--- src/rtl/uart_pkg.sv ---
// Shared UART definitions: arbiter state encoding, default byte width and
// the transmitter handshake contract used by both the TX and RX paths.
//
// Transmitter handshake contract:
//   - tx_start is a single-cycle pulse; tx_data is valid in that cycle and
//     is held by the producer until the next start.
//   - tx_busy rises the cycle after tx_start and stays high through the
//     stop bit. A new start may only be issued once busy has fallen.
//   - busy seen high without a preceding start (foreign or late activity)
//     blocks new starts until it falls.
package uart_pkg;

  localparam int unsigned DATA_W_DEF = 8;

  typedef enum logic [1:0] {
    IDLE      = 2'd0,
    SEND      = 2'd1,
    WAIT_BUSY = 2'd2,
    WAIT_DONE = 2'd3
  } TxArbState;

  // Increment an 8-bit counter, holding it once it reaches lim.
  function automatic logic [7:0] sat_inc8(input logic [7:0] v, input logic [7:0] lim);
    if (v >= lim) begin
      return v;
    end
    return v + 8'd1;
  endfunction

endpackage

--- src/rtl/rr_pick.sv ---
// Combinational round-robin find-first: searches upward from ptr+1 and
// wraps modulo N; the pointer position itself is examined last.
module rr_pick #(
  parameter  int unsigned N  = 4,
  localparam int unsigned IW = $clog2(N)
) (
  input  logic [N-1:0]  req,
  input  logic [IW-1:0] ptr,
  output logic [N-1:0]  win,
  output logic [IW-1:0] idx,
  output logic          any
);

  logic [IW-1:0] cand;

  // First requester after the pointer wins; the previous owner loses ties.
  always_comb begin
    win  = '0;
    idx  = '0;
    any  = 1'b0;
    cand = '0;
    for (int unsigned i = 1; i <= N; i++) begin
      cand = IW'((32'(ptr) + i) % N);
      if (!any && req[cand]) begin
        any       = 1'b1;
        idx       = cand;
        win[cand] = 1'b1;
      end
    end
  end

endmodule

--- src/rtl/uart_tx_arbiter.sv ---
// Round-robin arbiter sharing one byte-wide UART transmitter among NUM_REQ
// requesters. Grants are held for a packet, bounded by a burst limit and an
// inactivity timeout while waiting for the next byte.
module uart_tx_arbiter
  import uart_pkg::*;
#(
  parameter int unsigned NUM_REQ     = 4,
  parameter int unsigned DATA_W      = DATA_W_DEF,
  parameter int unsigned MAX_BURST   = 16,
  parameter int unsigned GAP_TIMEOUT = 255
) (
  input  logic                        clk,
  input  logic                        i_reset_n,
  input  logic [NUM_REQ-1:0]          i_req_valid,
  input  logic [NUM_REQ-1:0]          i_req_last,
  input  logic [NUM_REQ*DATA_W-1:0]   i_req_data,
  output logic [NUM_REQ-1:0]          o_req_ready,
  output logic [NUM_REQ-1:0]          o_grant,
  output logic                        o_tx_start,
  output logic [DATA_W-1:0]           o_tx_data,
  input  logic                        i_tx_busy
);

  localparam int unsigned IW = $clog2(NUM_REQ);
  localparam logic [IW-1:0] LAST_RST    = IW'(NUM_REQ - 1);
  localparam logic [7:0]    MAX_BURST_W = 8'(MAX_BURST);
  localparam logic [7:0]    GAP_W       = 8'(GAP_TIMEOUT);

  TxArbState     r_state;
  logic [IW-1:0] r_last;
  logic [7:0]    r_burst;
  logic [7:0]    r_gap;
  logic          r_end;

  logic [NUM_REQ-1:0] pick_win;
  logic [IW-1:0]      pick_idx;
  logic               pick_any;

  logic [DATA_W-1:0]  req_data [NUM_REQ];
  logic               sel_valid;
  logic               sel_last;
  logic [DATA_W-1:0]  sel_data;
  logic               accept;
  logic [7:0]         burst_inc;
  logic [7:0]         gap_inc;

  // Unpack the flat data bus into one byte per requester.
  for (genvar k = 0; k < NUM_REQ; k++) begin : g_unpack
    assign req_data[k] = i_req_data[k*DATA_W +: DATA_W];
  end

  rr_pick #(
    .N(NUM_REQ)
  ) u_pick (
    .req (i_req_valid),
    .ptr (r_last),
    .win (pick_win),
    .idx (pick_idx),
    .any (pick_any)
  );

  // While granted, r_last is the owner's index, so it selects the byte lane.
  assign sel_valid = i_req_valid[r_last];
  assign sel_last  = i_req_last[r_last];
  assign sel_data  = req_data[r_last];
  assign accept    = (r_state == SEND) && sel_valid && !i_tx_busy;
  assign burst_inc = r_burst + 8'd1;
  assign gap_inc   = r_gap + 8'd1;

  // Accept strobe goes only to the owner, only in SEND with the line free.
  always_comb begin
    o_req_ready = '0;
    if (accept) begin
      o_req_ready[r_last] = 1'b1;
    end
  end

  // Arbitration FSM, counters and registered transmitter outputs.
  always_ff @(posedge clk) begin
    if (!i_reset_n) begin
      r_state    <= IDLE;
      o_grant    <= '0;
      o_tx_start <= 1'b0;
      o_tx_data  <= '0;
      r_last     <= LAST_RST;
      r_burst    <= '0;
      r_gap      <= '0;
      r_end      <= 1'b0;
    end else begin
      o_tx_start <= 1'b0;
      case (r_state)
        IDLE: begin
          if (pick_any) begin
            o_grant <= pick_win;
            r_last  <= pick_idx;
            r_burst <= '0;
            r_gap   <= '0;
            r_state <= SEND;
          end
        end
        SEND: begin
          if (accept) begin
            o_tx_data  <= sel_data;
            o_tx_start <= 1'b1;
            r_burst    <= sat_inc8(r_burst, MAX_BURST_W);
            // Packet end and burst limit on the same byte release only once.
            r_end      <= sel_last || (burst_inc == MAX_BURST_W);
            r_state    <= WAIT_BUSY;
          end else begin
            r_gap <= gap_inc;
            if (gap_inc == GAP_W) begin
              o_grant <= '0;
              r_state <= IDLE;
            end
          end
        end
        WAIT_BUSY: begin
          if (i_tx_busy) begin
            r_state <= WAIT_DONE;
          end
        end
        WAIT_DONE: begin
          if (!i_tx_busy) begin
            if (r_end) begin
              o_grant <= '0;
              r_state <= IDLE;
            end else begin
              r_gap   <= '0;
              r_state <= SEND;
            end
          end
        end
        default: begin
          o_grant <= '0;
          r_state <= IDLE;
        end
      endcase
    end
  end

endmodule

--- config.mk ---
export PLATFORM = sky130hd
export DESIGN_NAME = uart_tx_arbiter
export DESIGN_NICKNAME = d
export VERILOG_FILES = /design/src/rtl/uart_pkg.sv /design/src/rtl/rr_pick.sv /design/src/rtl/uart_tx_arbiter.sv
export SDC_FILE = /design/constraint.sdc
export NUM_CORES = 1
export LEC_CHECK = 0
export CAP_MARGIN = 20
export CELL_PAD_IN_SITES_DETAIL_PLACEMENT = 2
export CELL_PAD_IN_SITES_GLOBAL_PLACEMENT = 2
export CORE_AREA = 2 2 99 101
export CTS_CLUSTER_DIAMETER = 50
export DETAILED_ROUTE_END_ITERATION = 10
export DIE_AREA = 0 0 101 103
export PLACE_DENSITY = 0.72
export REMOVE_ABC_BUFFERS = 1
export SLEW_MARGIN = 10
export SYNTH_ARGS = -nofsm -noshare
export SYNTH_HDL_FRONTEND = slang
export SYNTH_SLANG_ARGS = --single-unit
export TNS_END_PERCENT = 5
--- constraint.sdc ---
create_clock -name clk -period 2.84 [get_ports clk]
set_input_delay 0.568 -clock clk [delete_from_list [all_inputs] [get_ports clk]]
set_output_delay 0.568 -clock clk [all_outputs]
set_load 0.03 [all_outputs]
Word level (Yosys, flattened, before mapping)

Index checks and enable logic that the tools add are counted.

$add $sub $neg: 6
$lt $le $gt $ge: 12
Equality and inequality tests: 15
Mux-type cells: 64
Bitwise operators: 4
Reduce and logical (&&, ||, !) cells: 25

Operator list:

| operator                                                                             | count |
|---|---|
| 8-bit two-way mux                                                                    | 8 |
| 4-bit two-way mux                                                                    | 10 |
| 8-bit case mux with 3 select lines                                                   | 1 |
| 1-bit two-way mux                                                                    | 21 |
| 2-bit two-way mux                                                                    | 9 |
| 8-bit by 1-bit adder with 8-bit output (second input constant)                       | 2 |
| 8-bit binary-select mux with 2-bit select                                            | 1 |
| 8-bit case mux with 2 select lines                                                   | 1 |
| 2-bit by 3-bit < comparator with 1-bit output (second input constant)                | 5 |
| 2-bit != test (second input constant)                                                | 7 |
| 1-bit binary-select mux with 2-bit select                                            | 6 |
| 4-bit bitwise OR                                                                     | 3 |
| 4-bit case mux with 3 select lines                                                   | 1 |
| 1-bit demux with 2-bit select                                                        | 5 |
| 2-bit by 1-bit greater-or-equal comparator with 1-bit output (second input constant) | 5 |
| 1-bit logical AND                                                                    | 10 |
| 8-bit by 5-bit equality test with 1-bit output (second input constant)               | 1 |
| 8-bit equality test (second input constant)                                          | 1 |
| 8-bit by 5-bit greater-or-equal comparator with 1-bit output (second input constant) | 1 |
| 2-bit case mux with 4 select lines                                                   | 1 |
| 4-bit AND reduction                                                                  | 2 |
| 2-bit AND reduction                                                                  | 3 |
| 6-bit AND reduction                                                                  | 1 |
| 5-bit AND reduction                                                                  | 1 |
| other kinds (14)                                                                     | 20 |

Flip-flop bits (word level): 34
Bits of input ports: 43
Output and inout port bits: 17
Word-level logic and storage cells: 134

Depth between registers and ports, before layout

Gate-level depths: netlist (run 1).

Depth in word-level cells: 15
Depth in mapped cells: 9
Depth with buffers taken out: 7

Modules after synthesis

A second synthesis (run 1) with hierarchy kept.

Cell total of the unflattened synthesis: 301
Area, all modules: 2512.4 µm²

By module, submodules not included:

| module          | instances | cells each | area an instance (µm²) | seq. area each (µm²) |
|---|---|---|---|---|
| uart_tx_arbiter | 1         | 215        | 1883.1                 | 680.7 |
| rr_pick         | 1         | 86         | 629.4                  | 0.0 |

Worst setup path after synthesis (run 1)

OpenSTA, ideal clock, no wires.

Path kind: reg2reg
Start point: reg r_last[1]
End point: reg o_grant[3]
Library setup time: 122 ps
Arrival: 2522 ps
Required time: 2718 ps
Path slack: 196 ps
Cell stages (with the launch flop): 10
Path buffers: 2
Clock period less this slack: 2644 ps
Path through: dfxtp_1 clkbuf_1 clkbuf_1 inv_1 ha_1 mux4_2 nand2b_1 or2_1 o32ai_1 a221o_1

Cells in the longest elaborated chain, start to end: 15
Elaborated cells between the ends (all ways): 58
Classes of those cells: 4 x add/sub; 8 x order compare; 2 x eq/ne; 28 x mux; 3 x bitwise; 13 x reduce/logical

Ends and longest elaborated chain:

| item                                                                                                   | line                  | text |
|---|---|---|
| from (decl)                                                                                            | uart_tx_arbiter.sv:30 | `logic [IW-1:0] r_last;` |
| from (signal assigned)                                                                                 | uart_tx_arbiter.sv:95 | `r_last <= pick_idx;` |
| parallel branches: the longest is 15 deep, another holds 2-bit by 3-bit < comparator with 1-bit output | --                    |  |
| to (signal assigned)                                                                                   | uart_tx_arbiter.sv:94 | `o_grant <= pick_win;` |
| to (decl)                                                                                              | uart_tx_arbiter.sv:18 | `output logic [NUM_REQ-1:0] o_grant,` |

Parallel ways; which one is timed is not known. The select of a mux whose other input is x is not followed.
A chain may end at the register's enable or synchronous reset.

Final worst setup path (run 1)

Start point: in i_req_valid[3]
End point: out o_req_ready[3]

Cells in the longest elaborated chain, start to end: 5

Ends and longest elaborated chain:

| item                                      | line                  | text |
|---|---|---|
| from (decl)                               | uart_tx_arbiter.sv:14 | `input logic [NUM_REQ-1:0] i_req_valid,` |
| 1-bit binary-select mux with 2-bit select | uart_tx_arbiter.sv:63 | `assign sel_valid = i_req_valid[r_last];` |
| 1-bit two-way mux (implied by the code)   | uart_tx_arbiter.sv:63 |  |
| 1-bit logical AND (2 in series)           | uart_tx_arbiter.sv:66 | `assign accept = (r_state == SEND) && sel_valid && !i_tx_busy;` |
| 4-bit two-way mux                         | uart_tx_arbiter.sv:73 | `if (accept) begin` |
| to (decl)                                 | uart_tx_arbiter.sv:17 | `output logic [NUM_REQ-1:0] o_req_ready,` |

No other way between the ends. The select of a mux whose other input is x is not followed.

==> results.sh, run 1 <==
export IMPL_grt_pass1_wl_um=12400
export IMPL_clock_skew_ps=12.7
export IMPL_cts_tree="done"
export IMPL_layout_area_overhead_vs_synth_pct=36.2
export IMPL_final_wirelength_um=7370
export IMPL_crit_path_top_delay_cell="sky130_fd_sc_hd__mux4_2"
export IMPL_final_hold_viol_count=0
export IMPL_clockPowerShare_pct=18.9
export IMPL_worst_setup_path_start_kind="primary input"
export IMPL_netlist_area_leader_share_pct=28.8
export IMPL_synthTopCellsByArea="sky130_fd_sc_hd__dfxtp_1 29%, sky130_fd_sc_hd__mux4_2 9.5%, sky130_fd_sc_hd__ha_1 6.9%, sky130_fd_sc_hd__nand2_1 5.1%, sky130_fd_sc_hd__nor2_1 3.7%"
export IMPL_outcome="finished clean"
export IMPL_crit_path_end_kind="primary output"
export IMPL_antenna_cells=0
export IMPL_buffer_ports_inserted=59
export IMPL_firstDrtPassIters=4
export IMPL_synth_most_common_cell="sky130_fd_sc_hd__dfxtp_1"
export IMPL_leakage_power_nw=1.24
export IMPL_async_reset_ff_share_pct=0
export IMPL_path_class="primary input to primary output"
export IMPL_die_area_mm2=0.0104
export IMPL_hold_slack_ps=460
export IMPL_grt_pass1_vias=2553
export IMPL_slew_viol_final=0
export IMPL_post_route_drc_count=0
export IMPL_synthDominantAreaCellType="sky130_fd_sc_hd__dfxtp_1"
export IMPL_net_sw_share_pct=39.4
export IMPL_timing_hold_worst_class="register to register"
export IMPL_clk_insertion_delay_late_ps=290
export IMPL_final_setup_tns_ps=0
export IMPL_power_share_sequential_pct=29.9
export IMPL_die_height_um=103
export IMPL_via_per_inst=5.22
export IMPL_crit_chain="clkdlybuf4s50_1 > mux4_2 > and2_1 > and3_1 > clkbuf_2"
export IMPL_syn_area_per_cell_um2=8.59
export IMPL_fin_util_pct=34.0
export IMPL_slew_limit_headroom_pct=52.5
export IMPL_num_nets_final=397
export IMPL_total_setup_violations_reported_at_the_end_of_the_flow=0
export IMPL_post_route_cells_drive_above_1_share_pct=13.5
export IMPL_first_iter_violations=91
export IMPL_yosys_top_cells_count="34 x sky130_fd_sc_hd__dfxtp_1, 32 x sky130_fd_sc_hd__nand2_1, 23 x sky130_fd_sc_hd__nor2_1"
export IMPL_synthFlopType="sky130_fd_sc_hd__dfxtp_1"
export IMPL_synth_area_mm2=0.00236
export IMPL_cpPeakStageDelay_ps=500
export IMPL_floorplan_rows=36
export IMPL_combinational_power_share_pct=51.2
export IMPL_initial_antenna_violation_count=0
export IMPL_placeableCoreArea_mm2=0.00946
export IMPL_drtAntennaViolNets=0
export IMPL_io_pins=60
export IMPL_grt_setup_unrepaired="false"
export IMPL_synth_edf_count=0
export IMPL_ys_warn_count=0
export IMPL_final_min_clock_period_ps=2650
export IMPL_clock_tree_root_cell="sky130_fd_sc_hd__clkbuf_8"
export IMPL_clock_sink_count=34
export IMPL_h_tree_depth_reported_by_cts=2
export IMPL_int_pwr_mw=1.21
export IMPL_synth_sequential_area_ratio_pct=28.8
export IMPL_cell_count_after_synthesis=275
export IMPL_period_share_pct=93.5
export IMPL_dr_total_vias=2382
export IMPL_crit_fanout=5
export IMPL_post_cts_setup_buffers=0
export IMPL_clockBufferDepth=2
export IMPL_initial_utilization_pct=25.0
export IMPL_worst_ep_arrival_time_ps=2090
export IMPL_synth_lib_cells_used_distinct=49
export IMPL_worst_slew_pin_slew_ps=710
export IMPL_max_cap_violations=0
export IMPL_timing_fmax_mhz=377
export IMPL_power_density_cell_area_mw_per_mm2=622
export IMPL_p_sw_mw=0.788
export IMPL_ir_worst_vdd_uv=285
export IMPL_place_hpwl_um=5870
export IMPL_dieWidth_um=101
export IMPL_grt_max_degree=21
export IMPL_crit_path_required_time_ps=2270
export IMPL_average_wire_per_cell_in_the_routed_design_um=16.2
export IMPL_groute_usage_overall_pct=15.0
export IMPL_gp_congestion=0.783
export IMPL_tritoncts_num_buffers=5
export IMPL_postSynthRegisterBits=34
export IMPL_cts_clk_slew_worst_paths_ps=70
export IMPL_globalRoute_totalOverflow=0
[stage by stage]
step           power (mW)  setup slack (ps)  cells  area (um^2)
3_5_place_dp         1.66              -246    448         3150
6_report             2.00               186    456         3220
4_1_cts              2.04              4.78    456         3240
2_1_floorplan        1.26              33.5    259         2290
3_3_place_gp         1.63              -197    448         3150
5_1_grt              2.16               128    456         3220
[critical path, delay by kind of cell]
| family | cells | cell delay [ps] |
|---|---|---|
| buffers and inverters | 2 | 590 |
| muxes | 1 | 500 |
| and+or+nand+nor | 2 | 410 |
[logic make-up after synthesis]
family / after synthesis / synth area share (%)
compound gates: 71 / 21.2
flops: 34 / 28.8
fa+ha+maj: 13 / 6.88
mux: 18 / 14.4
simple gates: 108 / 22.8
xor+xnor: 3 / 1.11
buf+inv: 28 / 4.82
[flip-flops by register name (all words and copies together) (netlist names), named ones only]
signal and flops:
r_gap 8, o_tx_data 8, r_last 2, r_burst 8, r_state 1, r_end 1, o_tx_start 1, o_grant 4
[routing by layer]
metal	track usage, %	vias up	wire (um)
met5	0	-	0
met4	3.74	0	74
met3	3.19	6	298
met2	27.4	47	3770
met1	18.1	1184	3230
li1	-	1145	-
[cell type report]
| class | instances | area (um^2) |
|---|---|---|
| fill | 1085 | 6240 |
| multi-input combinational | 213 | 1570 |
| timing repair buffer | 75 | 691 |
| sequential | 34 | 681 |
| tap | 114 | 143 |
| clock buffer | 7 | 86.3 |
| inverter | 12 | 45.0 |
| clock inverter | 1 | 5.00 |
[power groups by stage]
| stage | clock, mW | sequential [mW] | combinational (mW) |
|---|---|---|---|
| after floorplan | 0 | 0.724 | 0.535 |
| after global placement | 0 | 0.608 | 1.02 |
| after detailed placement | 0 | 0.610 | 1.05 |
| after CTS | 0.394 | 0.600 | 1.05 |
| after global routing | 0.415 | 0.610 | 1.13 |
| final | 0.379 | 0.598 | 1.02 |
[placed cells by master, fill, tap and decap left out, drive strengths merged, types with 3 or more instances in the layout]
cell / n
a21boi: 12
a21oi: 15
a221o: 4
a31oi: 5
and3: 10
buf: 16
clkbuf: 11
clkdlybuf4s50: 55
dfxtp: 34
ha: 13
inv: 12
mux2i: 4
mux4: 12
nand2: 33
nand3: 14
nand4: 3
nor2: 23
nor3: 3
nor3b: 4
nor4b: 3
o211ai: 4
o21ai: 17
o32ai: 5
or3: 3
[path summary, 6_finish.rpt]
kind	from	end	slack [ps]	depth (start not counted)
worst max-delay path	i_req_valid[3]	o_req_ready[3]	190	5
worst max register to register	r_last[1]$_SDFFE_PN1P_	o_grant[0]$_SDFFE_PN0P_	410	7
worst min-delay path	o_tx_data[0]$_SDFFE_PN0P_	o_tx_data[0]$_SDFFE_PN0P_	460	2
worst min register to register	o_tx_data[0]$_SDFFE_PN0P_	o_tx_data[0]$_SDFFE_PN0P_	460	2
[what timing repair did]
item,4_1_cts,5_1_grt
gates resized for setup,5,7
setup endpoints to repair,4,4
hold buffers,0,0
cloned,0,0
(Power assumes the default switching activity.)
==> run 2, diff against run 1 <==
--- a/config.mk
+++ b/config.mk
@@ -10,6 +10,7 @@
 export CELL_PAD_IN_SITES_GLOBAL_PLACEMENT = 2
 export CORE_AREA = 2 2 99 101
 export CTS_CLUSTER_DIAMETER = 50
+export CTS_CLUSTER_SIZE = 30
 export DETAILED_ROUTE_END_ITERATION = 10
 export DIE_AREA = 0 0 101 103
 export PLACE_DENSITY = 0.72
==> results of run 2 <==
No change in the layout: final DEF, timing and power equal those of run 1.
==> run 3, diff against run 2 <==
--- a/config.mk
+++ b/config.mk
@@ -13,7 +13,8 @@
 export CTS_CLUSTER_SIZE = 30
 export DETAILED_ROUTE_END_ITERATION = 10
 export DIE_AREA = 0 0 101 103
-export PLACE_DENSITY = 0.72
+export PLACE_DENSITY_LB_ADDON = 0.1
+export RECOVER_POWER = 25
 export REMOVE_ABC_BUFFERS = 1
 export SLEW_MARGIN = 10
 export SYNTH_ARGS = -nofsm -noshare
==> results.sh, run 3 (synthesis gave the netlist of run 1 again) <==
export IMPL_outcome="finished clean"
export IMPL_crit_chain="clkdlybuf4s50_1 > mux4_2 > and2_1 > and3_1 > clkdlybuf4s15_1"
export IMPL_timing_hold_worst_class="register to register"
export IMPL_buffer_ports_inserted=59
export IMPL_ir_worst_vdd_uv=239
export IMPL_total_setup_violations_reported_at_the_end_of_the_flow=0
export IMPL_tritoncts_num_buffers=5
export IMPL_layout_area_overhead_vs_synth_pct=37.3
export IMPL_crit_path_required_time_ps=2270
export IMPL_antenna_cells=0
export IMPL_final_wirelength_um=7930
export IMPL_final_setup_tns_ps=0
export IMPL_cts_tree="done"
export IMPL_path_class="primary input to primary output"
export IMPL_power_density_cell_area_mw_per_mm2=624
export IMPL_floorplan_rows=36
export IMPL_drtAntennaViolNets=0
export IMPL_ctsHoldBuffers=0
export IMPL_grt_pass1_vias=2586
export IMPL_cpPeakStageDelay_ps=510
export IMPL_worst_slew_pin_slew_ps=535
export IMPL_crit_path_top_delay_cell="sky130_fd_sc_hd__mux4_2"
export IMPL_final_cell_mix="44 x sky130_fd_sc_hd__clkdlybuf4s50_1, 34 x sky130_fd_sc_hd__dfxtp_1, 32 x sky130_fd_sc_hd__nand2_1"
export IMPL_firstDrtPassIters=4
export IMPL_final_min_clock_period_ps=2820
export IMPL_post_place_ws_ps=-266
export IMPL_slew_viol_final=0
export IMPL_cp_top_family="buffers and inverters"
export IMPL_slack_of_the_critical_path_ps=22.0
export IMPL_period_share_pct=99.2
export IMPL_crit_path_end_kind="primary output"
export IMPL_groute_usage_overall_pct=16.0
export IMPL_grt_max_degree=37
export IMPL_cts_clk_slew_worst_paths_ps=70
export IMPL_die_area_mm2=0.0104
export IMPL_design_area_mm2=0.00325
export IMPL_final_common_cell="sky130_fd_sc_hd__clkdlybuf4s50_1"
export IMPL_grt_pass1_wl_um=13200
export IMPL_h_tree_depth_reported_by_cts=2
export IMPL_io_pins=60
export IMPL_post_route_drc_count=0
export IMPL_max_cap_violations=0
export IMPL_post_route_cells_drive_above_1_share_pct=13.7
export IMPL_grt_setup_unrepaired="true"
export IMPL_slew_limit_headroom_pct=64.0
export IMPL_clock_sink_count=34
export IMPL_worst_ep_arrival_time_ps=2250
export IMPL_place_hpwl_um=6080
export IMPL_gp_congestion=0.756
export IMPL_reg_largest_list="o_tx_data: 8 flops, r_burst: 8 flops, r_gap: 8 flops"
export IMPL_placeableCoreArea_mm2=0.00946
export IMPL_worst_setup_path_start_kind="primary input"
export IMPL_critPathBufInv=2
export IMPL_globalRoute_totalOverflow=0
export IMPL_cell_area_after_placement_mm2=0.00316
export IMPL_clockBufferDepth=2
export IMPL_via_per_inst=5.20
export IMPL_leakage_power_nw=1.28
export IMPL_clk_insertion_delay_late_ps=290
export IMPL_final_hold_viol_count=0
export IMPL_crit_fanout=5
export IMPL_first_iter_violations=35
export IMPL_num_nets_final=399
export IMPL_clock_skew_ps=5.85
export IMPL_die_height_um=103
export IMPL_initial_antenna_violation_count=0
export IMPL_fillerInstances=1082
export IMPL_timing_fmax_mhz=355
export IMPL_initial_utilization_pct=25.0
export IMPL_dieWidth_um=101
export IMPL_dr_total_vias=2382
export IMPL_post_cts_setup_buffers=0
export IMPL_average_wire_per_cell_in_the_routed_design_um=17.3
export IMPL_clock_tree_root_cell="sky130_fd_sc_hd__clkbuf_8"
[run 3: cell types whose count changed in the layout (fill, tap and decap cells not counted)]
cell / before / now
sky130_fd_sc_hd__clkdlybuf4s50_1: 55 / 44
sky130_fd_sc_hd__buf_4: 16 / 18
sky130_fd_sc_hd__clkdlybuf4s15_2: 0 / 1
sky130_fd_sc_hd__clkbuf_2: 4 / 2
sky130_fd_sc_hd__clkdlybuf4s15_1: 0 / 1
sky130_fd_sc_hd__dlygate4sd3_1: 0 / 11
[run 3: worst reg2reg max path: cells and delay by family, from the launching register on]
family / cells / cell delay, ps
AO/OA/AOI/OAI: 2 / 380
flip-flops: 1 / 480
adder cells (fa/ha/maj): 1 / 410
multiplexers: 1 / 520
AND/OR/NAND/NOR: 2 / 280
buffers and inverters: 1 / 160
[run 3: report_power, final]
| group | total (mW) | switching (mW) | internal, mW |
|---|---|---|---|
| clock network | 0.389 | 0.193 | 0.196 |
| registers | 0.593 | 0.0547 | 0.538 |
| logic | 1.04 | 0.564 | 0.478 |
| total | 2.02 | 0.811 | 1.21 |
[run 3: routing by layer]
layer / wire length [um] / GRT usage, %
met1: 3700 / 21.0
met2: 3810 / 26.7
met3: 321 / 3.32
met4: 96 / 4.47
met5: 0 / 0
[run 3: area by class of cell]
class | count | area (um^2) | share of cell area, %
flip-flops and latches | 34 | 681 | 21.0
clock inverters | 1 | 5.00 | 0.154
multi-input cells | 213 | 1570 | 48.3
well taps | 114 | 143 | 4.39
inverters | 12 | 45.0 | 1.39
repair buffers | 77 | 717 | 22.1
clock buffers | 7 | 86.3 | 2.66
[run 3: timing repair]
action / in CTS / in global routing
gates cloned: 0 / 0
resized for setup: 8 / 3
pin swaps: 0 / 0
setup endpoints to repair: 4 / 4
[run 3: path summary, 6_finish.rpt]
path                              from                   endpoint  slack (ps)  cells after the start
max reg2reg     r_last[1]$_SDFFE_PN1P_    o_grant[3]$_SDFFE_PN0P_         500                      7
max                     i_req_valid[3]             o_req_ready[3]          20                      5
min reg2reg  o_tx_data[5]$_SDFFE_PN0P_  o_tx_data[5]$_SDFFE_PN0P_         460                      2
min          o_tx_data[5]$_SDFFE_PN0P_  o_tx_data[5]$_SDFFE_PN0P_         460                      2
[run 3: stage by stage]
| step | power (mW) | hold WS [ps] | cells | utilization (%) |
|---|---|---|---|---|
| floorplan | 1.26 | 443 | 259 | - |
| global placement | 1.66 | 443 | 450 | 33.4 |
| detailed placement | 1.68 | 454 | 450 | 33.4 |
| CTS | 2.08 | 468 | 458 | 34.4 |
| global route | 2.18 | 481 | 458 | 34.3 |
| finish | 2.02 | 458 | 458 | 34.3 |
